--- src/rtl/ifetch_unit.sv ---
// Instruction fetch initiator: owns the PC, fetches from a single-cycle ROM into an in-order queue.
// Optional build macro IFETCH_JUMP_PREDECODE_EN follows direct jumps at fetch time with no bubble.
module ifetch_unit #(
    parameter int unsigned       ADDR_W   = 8,
    parameter int unsigned       DATA_W   = 32,
    parameter int unsigned       DEPTH    = 2,
    parameter logic [ADDR_W-1:0] RESET_PC = '0
) (
    input  logic              clk,
    input  logic              rst_n,
    output logic [ADDR_W-1:0] imem_addr,
    input  logic [DATA_W-1:0] imem_data,
    input  logic              redirect_valid,
    input  logic [ADDR_W-1:0] redirect_pc,
    input  logic              resume,
    output logic              out_valid,
    input  logic              out_ready,
    output logic [DATA_W-1:0] out_instr,
    output logic [ADDR_W-1:0] out_pc,
    output logic              halted
);

    localparam int unsigned      PTR_W      = $clog2(DEPTH);
    localparam int unsigned      CNT_W      = $clog2(DEPTH) + 1;
    localparam logic [CNT_W-1:0] FULL_CNT   = CNT_W'(DEPTH);
    localparam logic [5:0]       OP_SYSCALL = 6'b001100;

    typedef enum logic {
        S_FETCH,
        S_HALT
    } state_e;

    state_e            state_q, state_d;
    logic [ADDR_W-1:0] pc_q, pc_d;
    logic [PTR_W-1:0]  rd_ptr_q, rd_ptr_d;
    logic [PTR_W-1:0]  wr_ptr_q, wr_ptr_d;
    logic [CNT_W-1:0]  count_q, count_d;

    logic [DATA_W-1:0] instr_q [DEPTH];
    logic [ADDR_W-1:0] ipc_q   [DEPTH];

    logic              pop;
    logic              push;
    logic              is_syscall;
    logic [ADDR_W-1:0] seq_pc;
    logic [ADDR_W-1:0] fetch_next_pc;
    logic              unused_redirect_lsbs;

    assign unused_redirect_lsbs = ^redirect_pc[1:0];

    assign imem_addr = pc_q;
    assign out_valid = (count_q != '0);
    assign out_instr = out_valid ? instr_q[rd_ptr_q] : '0;
    assign out_pc    = out_valid ? ipc_q[rd_ptr_q]   : '0;
    assign halted    = (state_q == S_HALT);

    assign is_syscall = (imem_data[31:26] == OP_SYSCALL);
    assign seq_pc     = pc_q + ADDR_W'(4);

`ifdef IFETCH_JUMP_PREDECODE_EN
    localparam logic [5:0] OP_JUMP = 6'b000010;
    logic is_jump;
    assign is_jump       = (imem_data[31:26] == OP_JUMP);
    assign fetch_next_pc = is_jump ? {imem_data[ADDR_W-3:0], 2'b00} : seq_pc;
`else
    assign fetch_next_pc = seq_pc;
`endif

    always_comb begin
        state_d  = state_q;
        pc_d     = pc_q;
        rd_ptr_d = rd_ptr_q;
        wr_ptr_d = wr_ptr_q;
        count_d  = count_q;
        push     = 1'b0;
        pop      = out_valid && out_ready;

        if (pop) begin
            rd_ptr_d = rd_ptr_q + PTR_W'(1);
        end

        // A redirect discards the whole queue, so the pop above only matters to the consumer.
        if (redirect_valid) begin
            rd_ptr_d = '0;
            wr_ptr_d = '0;
            count_d  = '0;
            pc_d     = {redirect_pc[ADDR_W-1:2], 2'b00};
            state_d  = S_FETCH;
        end else begin
            unique case (state_q)
                S_FETCH: begin
                    push = (count_q != FULL_CNT) || pop;
                    if (push) begin
                        wr_ptr_d = wr_ptr_q + PTR_W'(1);
                        pc_d     = fetch_next_pc;
                        if (is_syscall) begin
                            state_d = S_HALT;
                        end
                    end
                end
                S_HALT: begin
                    if (resume) begin
                        state_d = S_FETCH;
                    end
                end
                default: state_d = S_FETCH;
            endcase
            count_d = count_q + CNT_W'(push) - CNT_W'(pop);
        end
    end

    always_ff @(posedge clk or negedge rst_n) begin
        if (!rst_n) begin
            state_q  <= S_FETCH;
            pc_q     <= RESET_PC;
            rd_ptr_q <= '0;
            wr_ptr_q <= '0;
            count_q  <= '0;
        end else begin
            state_q  <= state_d;
            pc_q     <= pc_d;
            rd_ptr_q <= rd_ptr_d;
            wr_ptr_q <= wr_ptr_d;
            count_q  <= count_d;
        end
    end

    // Payload storage needs no reset: entries are only visible through out_valid.
    always_ff @(posedge clk) begin
        if (push) begin
            instr_q[wr_ptr_q] <= imem_data;
            ipc_q[wr_ptr_q]   <= pc_q;
        end
    end

    count_in_range: assert property (@(posedge clk) disable iff (!rst_n) count_q <= FULL_CNT);
    no_push_when_halted: assert property (@(posedge clk) disable iff (!rst_n) !(push && halted));

endmodule

--- config.mk ---
export PLATFORM = sky130hd
export DESIGN_NAME = ifetch_unit
export DESIGN_NICKNAME = d
export VERILOG_FILES = /design/src/rtl/ifetch_unit.sv
export SDC_FILE = /design/constraint.sdc
export NUM_CORES = 1
export LEC_CHECK = 0
export ABC_AREA = 1
export ABC_CLOCK_PERIOD_IN_PS = 4600
export CAP_MARGIN = 15
export CORE_MARGIN = 5
export CORE_UTILIZATION = 48
export DETAILED_ROUTE_END_ITERATION = 10
export GPL_ROUTABILITY_DRIVEN = 0
export PLACE_DENSITY = 0.79
export SLEW_MARGIN = 40
export SYNTH_ARGS = -nofsm -noshare
export SYNTH_HDL_FRONTEND = slang
export SYNTH_SLANG_ARGS = --single-unit
--- constraint.sdc ---
create_clock -name clk -period 4.6 [get_ports clk]
set_input_delay 0.92 -clock clk [delete_from_list [all_inputs] [get_ports clk]]
set_output_delay 0.92 -clock clk [all_outputs]
set_load 0.05 [all_outputs]
==> results of run 1 <==
per-layer routing:
metal	GRT usage (%)	vias up
met5	0	-
met4	4.56	0
met3	3.95	2
met2	27.4	79
met1	20.9	1149
li1	-	1189
cells in the mapped netlist, types with 3 or more instances:
cell / instances
inv_1: 13
buf_4: 5
dfrtp_1: 11
buf_2: 8
nand2_1: 101
buf_6: 4
edfxtp_1: 76
nor2_1: 8
nor2_2: 3
ha_1: 3
a21oi_1: 30
nand3_1: 12
a21oi_2: 9
inv_2: 3
xnor2_1: 3
worst max path at each step:
stage                          from                       end  cells past startpoint
6_report       rd_ptr_q$_DFFE_PN0P_             out_instr[19]                      4
2_1_floorplan             out_ready   instr_q[1][0]$_DFFE_PP_                      4
5_1_grt        rd_ptr_q$_DFFE_PN0P_                 out_pc[7]                      4
3_5_place_dp         redirect_valid  instr_q[0][23]$_DFFE_PP_                      5
3_3_place_gp         redirect_valid     ipc_q[0][2]$_DFFE_PP_                      5
4_1_cts        rd_ptr_q$_DFFE_PN0P_                 out_pc[7]                      4
final cells by class:
cell class | instances | area, µm²
inverter | 16 | 60.1
clock buffer | 9 | 124
clock inverter | 6 | 61.3
sequential | 87 | 2560
timing repair buffer | 93 | 971
multi-input combinational | 183 | 881
tap | 99 | 124
fill | 571 | 2510
power by group:
group          total, W  internal [W]  switching [W]
Combinational   0.00160      0.000517        0.00108
Clock          0.000494      0.000247       0.000247
Sequential      0.00105      0.000992      0.0000590
state kept, by name, indices dropped and copies added, names as in the netlist:
name       flops
ipc_q         12
instr_q       64
wr_ptr_q       1
imem_addr      6
halted         1
rd_ptr_q       1
count_q        2
critical path, cell delays in order (launching register included):
cell and delay (ps):
dfrtp_1 400, inv_2 500, nand2_1 110, a21oi_1 200
clkdlybuf4s50_1 840
per-stage QoR:
stage,cells,instance area [µm²]
6_report,493,4780
3_3_place_gp,476,4530
3_5_place_dp,478,4590
2_1_floorplan,304,3610
4_1_cts,493,4780
5_1_grt,493,4780
kinds of logic (layout without fill, tap and decap cells):
kind of cell,after synthesis,in the layout,share of synthesized area (%)
AND/OR/NAND/NOR,130,130,14.8
flip-flops,87,87,71.1
AO/OA/AOI/OAI,42,42,6.78
buffers and inverters,34,124,5.22
XOR/XNOR,4,4,0.974
adder cells (fa/ha/maj),3,3,1.04
other,1,4,0.104
==> summary.txt, run 1 <==
Global route
  • Antenna violations before repair: 0
  • Largest net degree at the start of global routing: between 40 and 50
  • Vias in the first global route: approximately 2,400
  • Global-route wire length before repair: between 10,000 and 15,000 µm
  • Gr ovfl total: 0
  • Total GRT Usage: 16.2%

Route
  • Avg WL per Cell: between 10 and 15 µm
  • Initial DRT Pass Iterations: 4
  • ANT nets after route: 0
  • Post-route DRC violation count: 0
  • Initial DRC Count: 65
  • Detailed-route vias per instance: just under 5
  • Max layer used: met4
  • Via count: approximately 2,400
  • Met3 wire length: ~530 µm
  • Wire length on met2: ~3700 µm
  • Routed WL: approximately 7300 µm
  • M1 wire length: between 3000 and 4000 µm

Clock network
  • Clock root cell: clkbuf_8
  • Clk slew on worst S/H paths: ~80 ps
  • Max clock buf depth: 2
  • Worst-Skew Late Latency: 330 ps
  • CTS tree: yes
  • # clock sinks: 87
  • Post-cts resize count: 0
  • Hold-fix buffers at CTS: 0
  • Post-CTS Setup Bufs: 0
  • CTS Buf Count: 9
  • Htree depth: 3

Worst setup path
  • CP Data Arrival Time: ~2400 ps
  • Required time worst endpoint: about 3700 ps
  • R2R Path End: instr_q[0][29]$_DFFE_PP_
  • Crit Path Max Fanout: 38
  • Nature of the critical path startpoint: flip-flop
  • Crit Path Category: flip-flop to output pin
  • R2r setup slk: 2560 ps
  • Worst r2r src: count_q[0]$_DFF_PN0_
  • CP Capture Type: output pin
  • FF-to-FF path depth: 7

Finish
  • Area growth syn-to-layout: 32.8%
  • Most frequent cells in the layout: nand2_1 (101), clkdlybuf4s50_1 (88), edfxtp_1 (76)
  • Fin nets: approximately 440
  • Layout cells sized above 1: 9.90%
  • ANT cells: 0
  • Final design utilization: about two thirds
  • Most common cell after layout, fill and taps aside: nand2_1

Timing
  • Final Hold Fails: 0
  • Tcrit/Tclk final: between 70% and 80%
  • Fin. max-slew vios: 0
  • Max_slew headroom: a little over half
  • Slew @ Worst Pin: between 600 and 700 ps
  • Clk_skew: around 11 ps
  • Setup violators final: 0
  • Min Tclk post-route: about 3300 ps
  • Post-Route Setup TNS: 0 ps
  • Fmax: 0.301 GHz
  • RSZ-0062 raised after global routing: false
  • Fin Hold WS: around 560 ps
  • Setup ws final: 1280 ps

Min path
  • Worst hold path type: flip-flop to flip-flop
  • Min-delay src: wr_ptr_q$_DFFE_PN0P_
  • Hold Path End: wr_ptr_q$_DFFE_PN0P_
  • Hold path cells: 2

Logic synthesis
  • Synth Flop Type: edfxtp_1
  • Synth cell types: 26
  • EDFF count, synth: 76
  • Synthesized area: 3600 µm²
  • Top post-synthesis cells by area: edfxtp_1 (63%), nand2_1 (11%), dfrtp_1 (7.6%), a21oi_1 (4.2%), a21oi_2 (2.2%)
  • Asr flop ratio synth: about an eighth
  • Synthesized flop and latch total: 87
  • Area share of the largest cell type after synthesis: a little under two thirds
  • Mean Syn Cell Area: approximately 12 µm²
  • Synthesis Warnings: 0
  • Cell taking the most area after synthesis: edfxtp_1
  • Cells after Synth: around 300
  • Seq/Total Area, Yosys: between 70 and 80%

Floorplan
  • Initial Util: around half
  • Die ar.: about 9300 µm²
  • Core Area: ~7300 µm²
  • FP Rows: 31
  • IO Pins: between 90 and 100
  • Die H: around 97 µm
  • Die Width: between 90 and 100 µm

Power and ir drop
  • Lkg Pwr: between 1.5 and 2 nW
  • PwrDens: between 600 and 700 nW/µm²
  • Overall Power: 0.00315 W
  • VDD IR max: roughly 420 µV

Place
  • Pre-CTS setup slack: around 1400 ps
  • Port bufs: 88
  • Dpl hpwl: 5000 µm

Status
  • Status: completed

Run
  • Max-cap check violation count: 0
Note: power is estimated with default switching activity, not from simulation.
==> run 2: changes to the inputs <==
--- a/config.mk
+++ b/config.mk
@@ -6,7 +6,7 @@
 export NUM_CORES = 1
 export LEC_CHECK = 0
 export ABC_AREA = 1
-export ABC_CLOCK_PERIOD_IN_PS = 4600
+export ABC_CLOCK_PERIOD_IN_PS = 3500
 export CAP_MARGIN = 15
 export CORE_MARGIN = 5
 export CORE_UTILIZATION = 48
==> constraint.sdc (replaced) <==
create_clock -name clk -period 3.5 [get_ports clk]
set_input_delay 0.7 -clock clk [delete_from_list [all_inputs] [get_ports clk]]
set_output_delay 0.7 -clock clk [all_outputs]
set_load 0.05 [all_outputs]
==> run 2 against run 1 <==
  * Hold slack gained 15 ps
  * Combinational power grew 21%
  * Total power grew 27%
  * First-iteration DRC count grew 89%
  * Count of clock-buffer cells in the layout is the same
  * Core utilization shrank 2.0 points
  * Setup slack lost 310 ps
  * Die area is the same
  * Highest routed layer unchanged
==> summary.txt, run 2 (synthesis gave the netlist of run 1 again) <==
Floorplan
  • Die ar.: 9330 µm²
  • Core Area: approximately 7300 µm²
  • Die Width: 96.6 µm
  • FP Rows: 31
  • Initial Util: roughly half
  • Die H: 96.6 µm
  • IO Pins: 95

Clock network
  • Htree depth: 3
  • Hold-fix buffers at CTS: 0
  • Clock root cell: clkbuf_8
  • Clk slew on worst S/H paths: roughly 80 ps
  • Post-cts resize count: 0
  • # clock sinks: 87
  • Worst-Skew Late Latency: 350 ps
  • CTS Buf Count: 9
  • Post-CTS Setup Bufs: 0
  • Max clock buf depth: 2
  • CTS tree: yes

Timing
  • Fin. max-slew vios: 0
  • Setup violators final: 0
  • Final Hold Fails: 0
  • Fmax: between 0.3 and 0.4 GHz
  • RSZ-0062 raised after global routing: false
  • Clk_skew: 7.78 ps
  • Slew @ Worst Pin: ~680 ps
  • Post-Route Setup TNS: 0 ps
  • Min Tclk post-route: about 2500 ps
  • Max_slew headroom: roughly 55%
  • Tcrit/Tclk final: slightly above 70%

Worst setup path
  • CP max-delay cell: inv_2
  • Crit Path Max Fanout: 38
  • Crit-path cells: inv_2, nand2_1, a21oi_1, buf_4
  • FF-to-FF path depth: 8
  • Required time worst endpoint: about 2800 ps
  • Nature of the critical path startpoint: flip-flop
  • CP Capture Type: output pin
  • CP Data Arrival Time: approximately 1800 ps
  • Crit Path Category: flip-flop to output pin
  • CP max stage delay: roughly 500 ps

Min path
  • Worst hold path type: flip-flop to flip-flop
  • Hold path cells: 2

Power and ir drop
  • PwrDens: 864 nW/µm²
  • Lkg Pwr: 1.84 nW
  • Overall Power: 0.00400 W
  • VDD IR max: ~360 µV

Route
  • Via count: ~2,400
  • Post-route DRC violation count: 0
  • Initial DRT Pass Iterations: 4
  • Detailed-route vias per instance: 4.93
  • Avg WL per Cell: around 15 µm
  • ANT nets after route: 0
  • Initial DRC Count: between 100 and 150
  • Routed WL: approximately 7400 µm

Place
  • Port bufs: between 80 and 90
  • Placed Cells: roughly 480
  • Dpl hpwl: approximately 4700 µm
  • DP Area: roughly 4400 µm²

Finish
  • Fin nets: about 440
  • Register Area: ~2600 µm²
  • ANT cells: 0
  • Most frequent cells in the layout: nand2_1 (101), edfxtp_1 (76), clkdlybuf4s50_1 (50)
  • Max FFs per register: 64
  • Top reg by flops: instr_q
  • # fillers: ~560
  • Area growth syn-to-layout: 28.8%
  • Finished Layout Cells: between 400 and 500
  • Layout cells sized above 1: 19.8%
  • Most common cell after layout, fill and taps aside: nand2_1
  • Multi-input gate area: 881 µm²
  • Final design utilization: between 60% and 70%
  • Design area: about 4600 µm²

Global route
  • GR Util met1: between 20 and 25%
  • Grt met3 use: 4.34%
  • Met2 Usage GRT: ~27%
  • Gr busiest metal: met2
  • Vias in the first global route: 2,376
  • Largest net degree at the start of global routing: between 40 and 50
  • Global-route wire length before repair: around 11,000 µm
  • Antenna violations before repair: 0
  • Gr ovfl total: 0
  • Total GRT Usage: roughly 16%

Status
  • Status: completed

Run
  • Max-cap check violation count: 0
## run 2: layout make-up
type / instances / share of cell area (%)
clock buffer: 9 / 2.67
clock inverter: 7 / 1.57
inverter: 16 / 1.30
multi-input combinational: 183 / 19.0
sequential: 87 / 55.2
tap: 99 / 2.67
timing repair buffer: 92 / 17.6
## run 2: final timing paths
check / end / from / slack [ps]
worst max-delay path: out_instr[25] / rd_ptr_q$_DFFE_PN0P_ / 970
worst min-delay path: wr_ptr_q$_DFFE_PN0P_ / wr_ptr_q$_DFFE_PN0P_ / 570
worst max register to register: count_q[1]$_DFF_PN0_ / count_q[1]$_DFF_PN0_ / 1520
worst min register to register: wr_ptr_q$_DFFE_PN0P_ / wr_ptr_q$_DFFE_PN0P_ / 570
max in group asynchronous: rd_ptr_q$_DFFE_PN0P_ / rst_n / 2450
min in group asynchronous: imem_addr[3]$_DFFE_PN0P_ / rst_n / 690
## run 2: worst max-delay path: cells and delay by family (launching register included)
family / cells / cell delay [ps]
AOI/OAI and AO/OA: 1 / 210
buffers and inverters: 2 / 740
DFF: 1 / 390
and+or+nand+nor: 1 / 130
## run 2: where the power goes
part / internal (W) / switching [W] / leakage (nW)
clock network: 0.000331 / 0.000351 / 0.0956
registers: 0.00130 / 0.0000757 / 0.851
logic: 0.000521 / 0.00142 / 0.892
## run 2: metrics by stage
| stage | setup WS, ps | hold WS (ps) |
|---|---|---|
| 2_1_floorplan | 666 | 404 |
| 3_3_place_gp | 851 | 549 |
| 3_5_place_dp | 797 | 561 |
| 4_1_cts | 945 | 580 |
| 5_1_grt | 815 | 632 |
| 6_report | 975 | 573 |
## run 2: layer usage
metal | wire, µm | vias to the layer above | part of all wire [%]
met5 | 0 | - | 0
met4 | 97 | 0 | 1.3
met3 | 561 | 9 | 7.6
met2 | 3660 | 84 | 49
met1 | 3080 | 1155 | 42
li1 | - | 1183 | -
==> run 3: changes to the inputs <==
--- a/config.mk
+++ b/config.mk
@@ -6,7 +6,7 @@
 export NUM_CORES = 1
 export LEC_CHECK = 0
 export ABC_AREA = 1
-export ABC_CLOCK_PERIOD_IN_PS = 3500
+export ABC_CLOCK_PERIOD_IN_PS = 2400
 export CAP_MARGIN = 15
 export CORE_MARGIN = 5
 export CORE_UTILIZATION = 48
==> constraint.sdc (replaced) <==
create_clock -name clk -period 2.4 [get_ports clk]
set_input_delay 0.48 -clock clk [delete_from_list [all_inputs] [get_ports clk]]
set_output_delay 0.48 -clock clk [all_outputs]
set_load 0.05 [all_outputs]
==> run 3 against run 2 <==
  * Total power increased by 47%
  * Wire length increased by 1.4%
  * Count of clock-buffer cells in the layout increased by 1
  * Clock skew increased by 2.0 ps
  * Sequential share of layout area decreased by 0.89 points
  * Critical path type unchanged
==> summary.txt, run 3 (synthesis gave the netlist of run 1 again) <==
Route
  • Initial DRT Pass Iterations: 4
  • Avg WL per Cell: roughly 15 µm
  • Detailed-route vias per instance: ~5.0
  • ANT nets after route: 0
  • Initial DRC Count: just over 90
  • Post-route DRC violation count: 0
  • Routed WL: roughly 7500 µm
  • Via count: about 2,500

Timing
  • RSZ-0062 raised after global routing: false
  • Slew @ Worst Pin: between 500 and 600 ps
  • Final Hold Fails: 0
  • Min Tclk post-route: roughly 2200 ps
  • Tcrit/Tclk final: just over 90%
  • Post-Route Setup TNS: 0 ps
  • Fin Hold WS: 464 ps
  • Fmax: between 0.4 and 0.5 GHz
  • Clk_skew: around 10 ps
  • Setup violators final: 0
  • Fin. max-slew vios: 0
  • Setup ws final: roughly 180 ps
  • Max_slew headroom: between 60 and 70%

Worst setup path
  • Required time worst endpoint: roughly 1900 ps
  • CP Capture Type: output pin
  • CP Data Arrival Time: between 1500 and 2000 ps
  • Crit path from: count_q[1]$_DFF_PN0_
  • Crit-path cells: nor2_4, buf_4, a21oi_1, buf_4
  • Crit Path Category: flip-flop to output pin
  • CP max-delay cell: dfrtp_1
  • Crit Path Max Fanout: 39
  • CP max stage delay: between 400 and 500 ps
  • CP most frequent cell: buf_4
  • Nature of the critical path startpoint: flip-flop
  • Worst r2r src: count_q[1]$_DFF_PN0_

Floorplan
  • Die H: 96.6 µm
  • IO Pins: between 90 and 100
  • Core Area: 7290 µm²
  • Initial Util: around half
  • Die ar.: between 9000 and 10,000 µm²
  • Die Width: 96.6 µm
  • FP Rows: 31

Finish
  • Max FFs per register: 64
  • ANT cells: 0
  • Finished Layout Cells: between 400 and 500
  • # fillers: approximately 560
  • Final design utilization: 64.6%
  • Area growth syn-to-layout: 30.9%
  • Most frequent cells in the layout: nand2_1 (101), edfxtp_1 (76), clkdlybuf4s50_1 (50)
  • Top reg by flops: instr_q
  • Most common cell after layout, fill and taps aside: nand2_1
  • Layout cells sized above 1: just over 20%
  • Fin nets: between 400 and 500

Clock network
  • Htree depth: 3
  • Clock root cell: clkbuf_8
  • Worst-Skew Late Latency: around 360 ps
  • Hold-fix buffers at CTS: 0
  • CTS Buf Count: 9
  • Max clock buf depth: 2
  • Clk slew on worst S/H paths: about 90 ps
  • Post-cts resize count: 0
  • Post-CTS Setup Bufs: 0
  • # clock sinks: 87
  • CTS tree: yes

Power and ir drop
  • PwrDens: roughly 1300 nW/µm²
  • Lkg Pwr: 1.86 nW
  • VDD IR max: about 580 µV

Status
  • Status: completed

Run
  • Max-cap check violation count: 0

Place
  • Placed Cells: between 400 and 500
  • Dpl hpwl: roughly 5000 µm
  • Pre-CTS setup slack: approximately 270 ps
  • Port bufs: just under 90

Global route
  • Vias in the first global route: between 2,000 and 2,500
  • Gr ovfl total: 0
  • Global-route wire length before repair: between 10,000 and 15,000 µm
  • Antenna violations before repair: 0
  • Largest net degree at the start of global routing: 41
  • Total GRT Usage: 16.3%

Min path
  • Worst hold path type: primary input to asynchronous set/reset pin
-- run 3: changes by cell type in the layout (fill, tap and decap cells not counted) --
cell,delta
buf_12,+3
buf_4,+2
clkinv_2,-2
clkbuf_1,+1
clkinv_1,+1
clkinvlp_4,+1
inv_1,-1
-- run 3: final timing paths --
| kind | end | slack (ps) | depth (start not counted) |
|---|---|---|---|
| setup / recovery | out_pc[6] | 180 | 4 |
| min in group clk | wr_ptr_q$_DFFE_PN0P_ | 570 | 2 |
| max in group asynchronous | imem_addr[5]$_DFFE_PN0P_ | 1580 | 1 |
| setup reg to reg | count_q[1]$_DFF_PN0_ | 420 | 8 |
| hold reg to reg | wr_ptr_q$_DFFE_PN0P_ | 570 | 2 |
| hold / removal | imem_addr[2]$_DFFE_PN0P_ | 460 | 1 |
-- run 3: layout make-up --
| class | instances | area (µm²) | share of cell area [%] |
|---|---|---|---|
| multi-input combinational | 183 | 881 | 18.7 |
| timing repair buffer | 97 | 891 | 18.9 |
| tap | 99 | 124 | 2.63 |
| inverter | 16 | 60.1 | 1.27 |
| sequential | 87 | 2560 | 54.3 |
| clock buffer | 10 | 128 | 2.71 |
| clock inverter | 6 | 70.1 | 1.49 |
-- run 3: power by group --
group	leakage, nW	internal (W)	switching, W
logic	0.924	0.000806	0.00208
clock network	0.0891	0.000486	0.000522
registers	0.851	0.00190	0.000110
-- run 3: through the flow --
| stage | total power [W] | cell area, µm² |
|---|---|---|
| floorplan | 0.00408 | 3620 |
| global placement | 0.00491 | 4510 |
| detailed placement | 0.00495 | 4510 |
| CTS | 0.00594 | 4710 |
| global route | 0.00617 | 4710 |
| finish | 0.00590 | 4710 |
-- run 3: metal layers --
| metal | routed length (µm) | global-route usage [%] | part of all wire, % |
|---|---|---|---|
| met5 | 0 | 0 | 0 |
| met4 | 150 | 7.24 | 2.0 |
| met3 | 648 | 5.42 | 8.6 |
| met2 | 3540 | 26.1 | 47 |
| met1 | 3170 | 20.2 | 42 |
-- run 3: critical path, delay by kind of cell (launching register included) --
family	cells	cell delay, ps
buffers and inverters	2	650
DFF	1	450
and+or+nand+nor	1	150
AOI/OAI and AO/OA	1	120
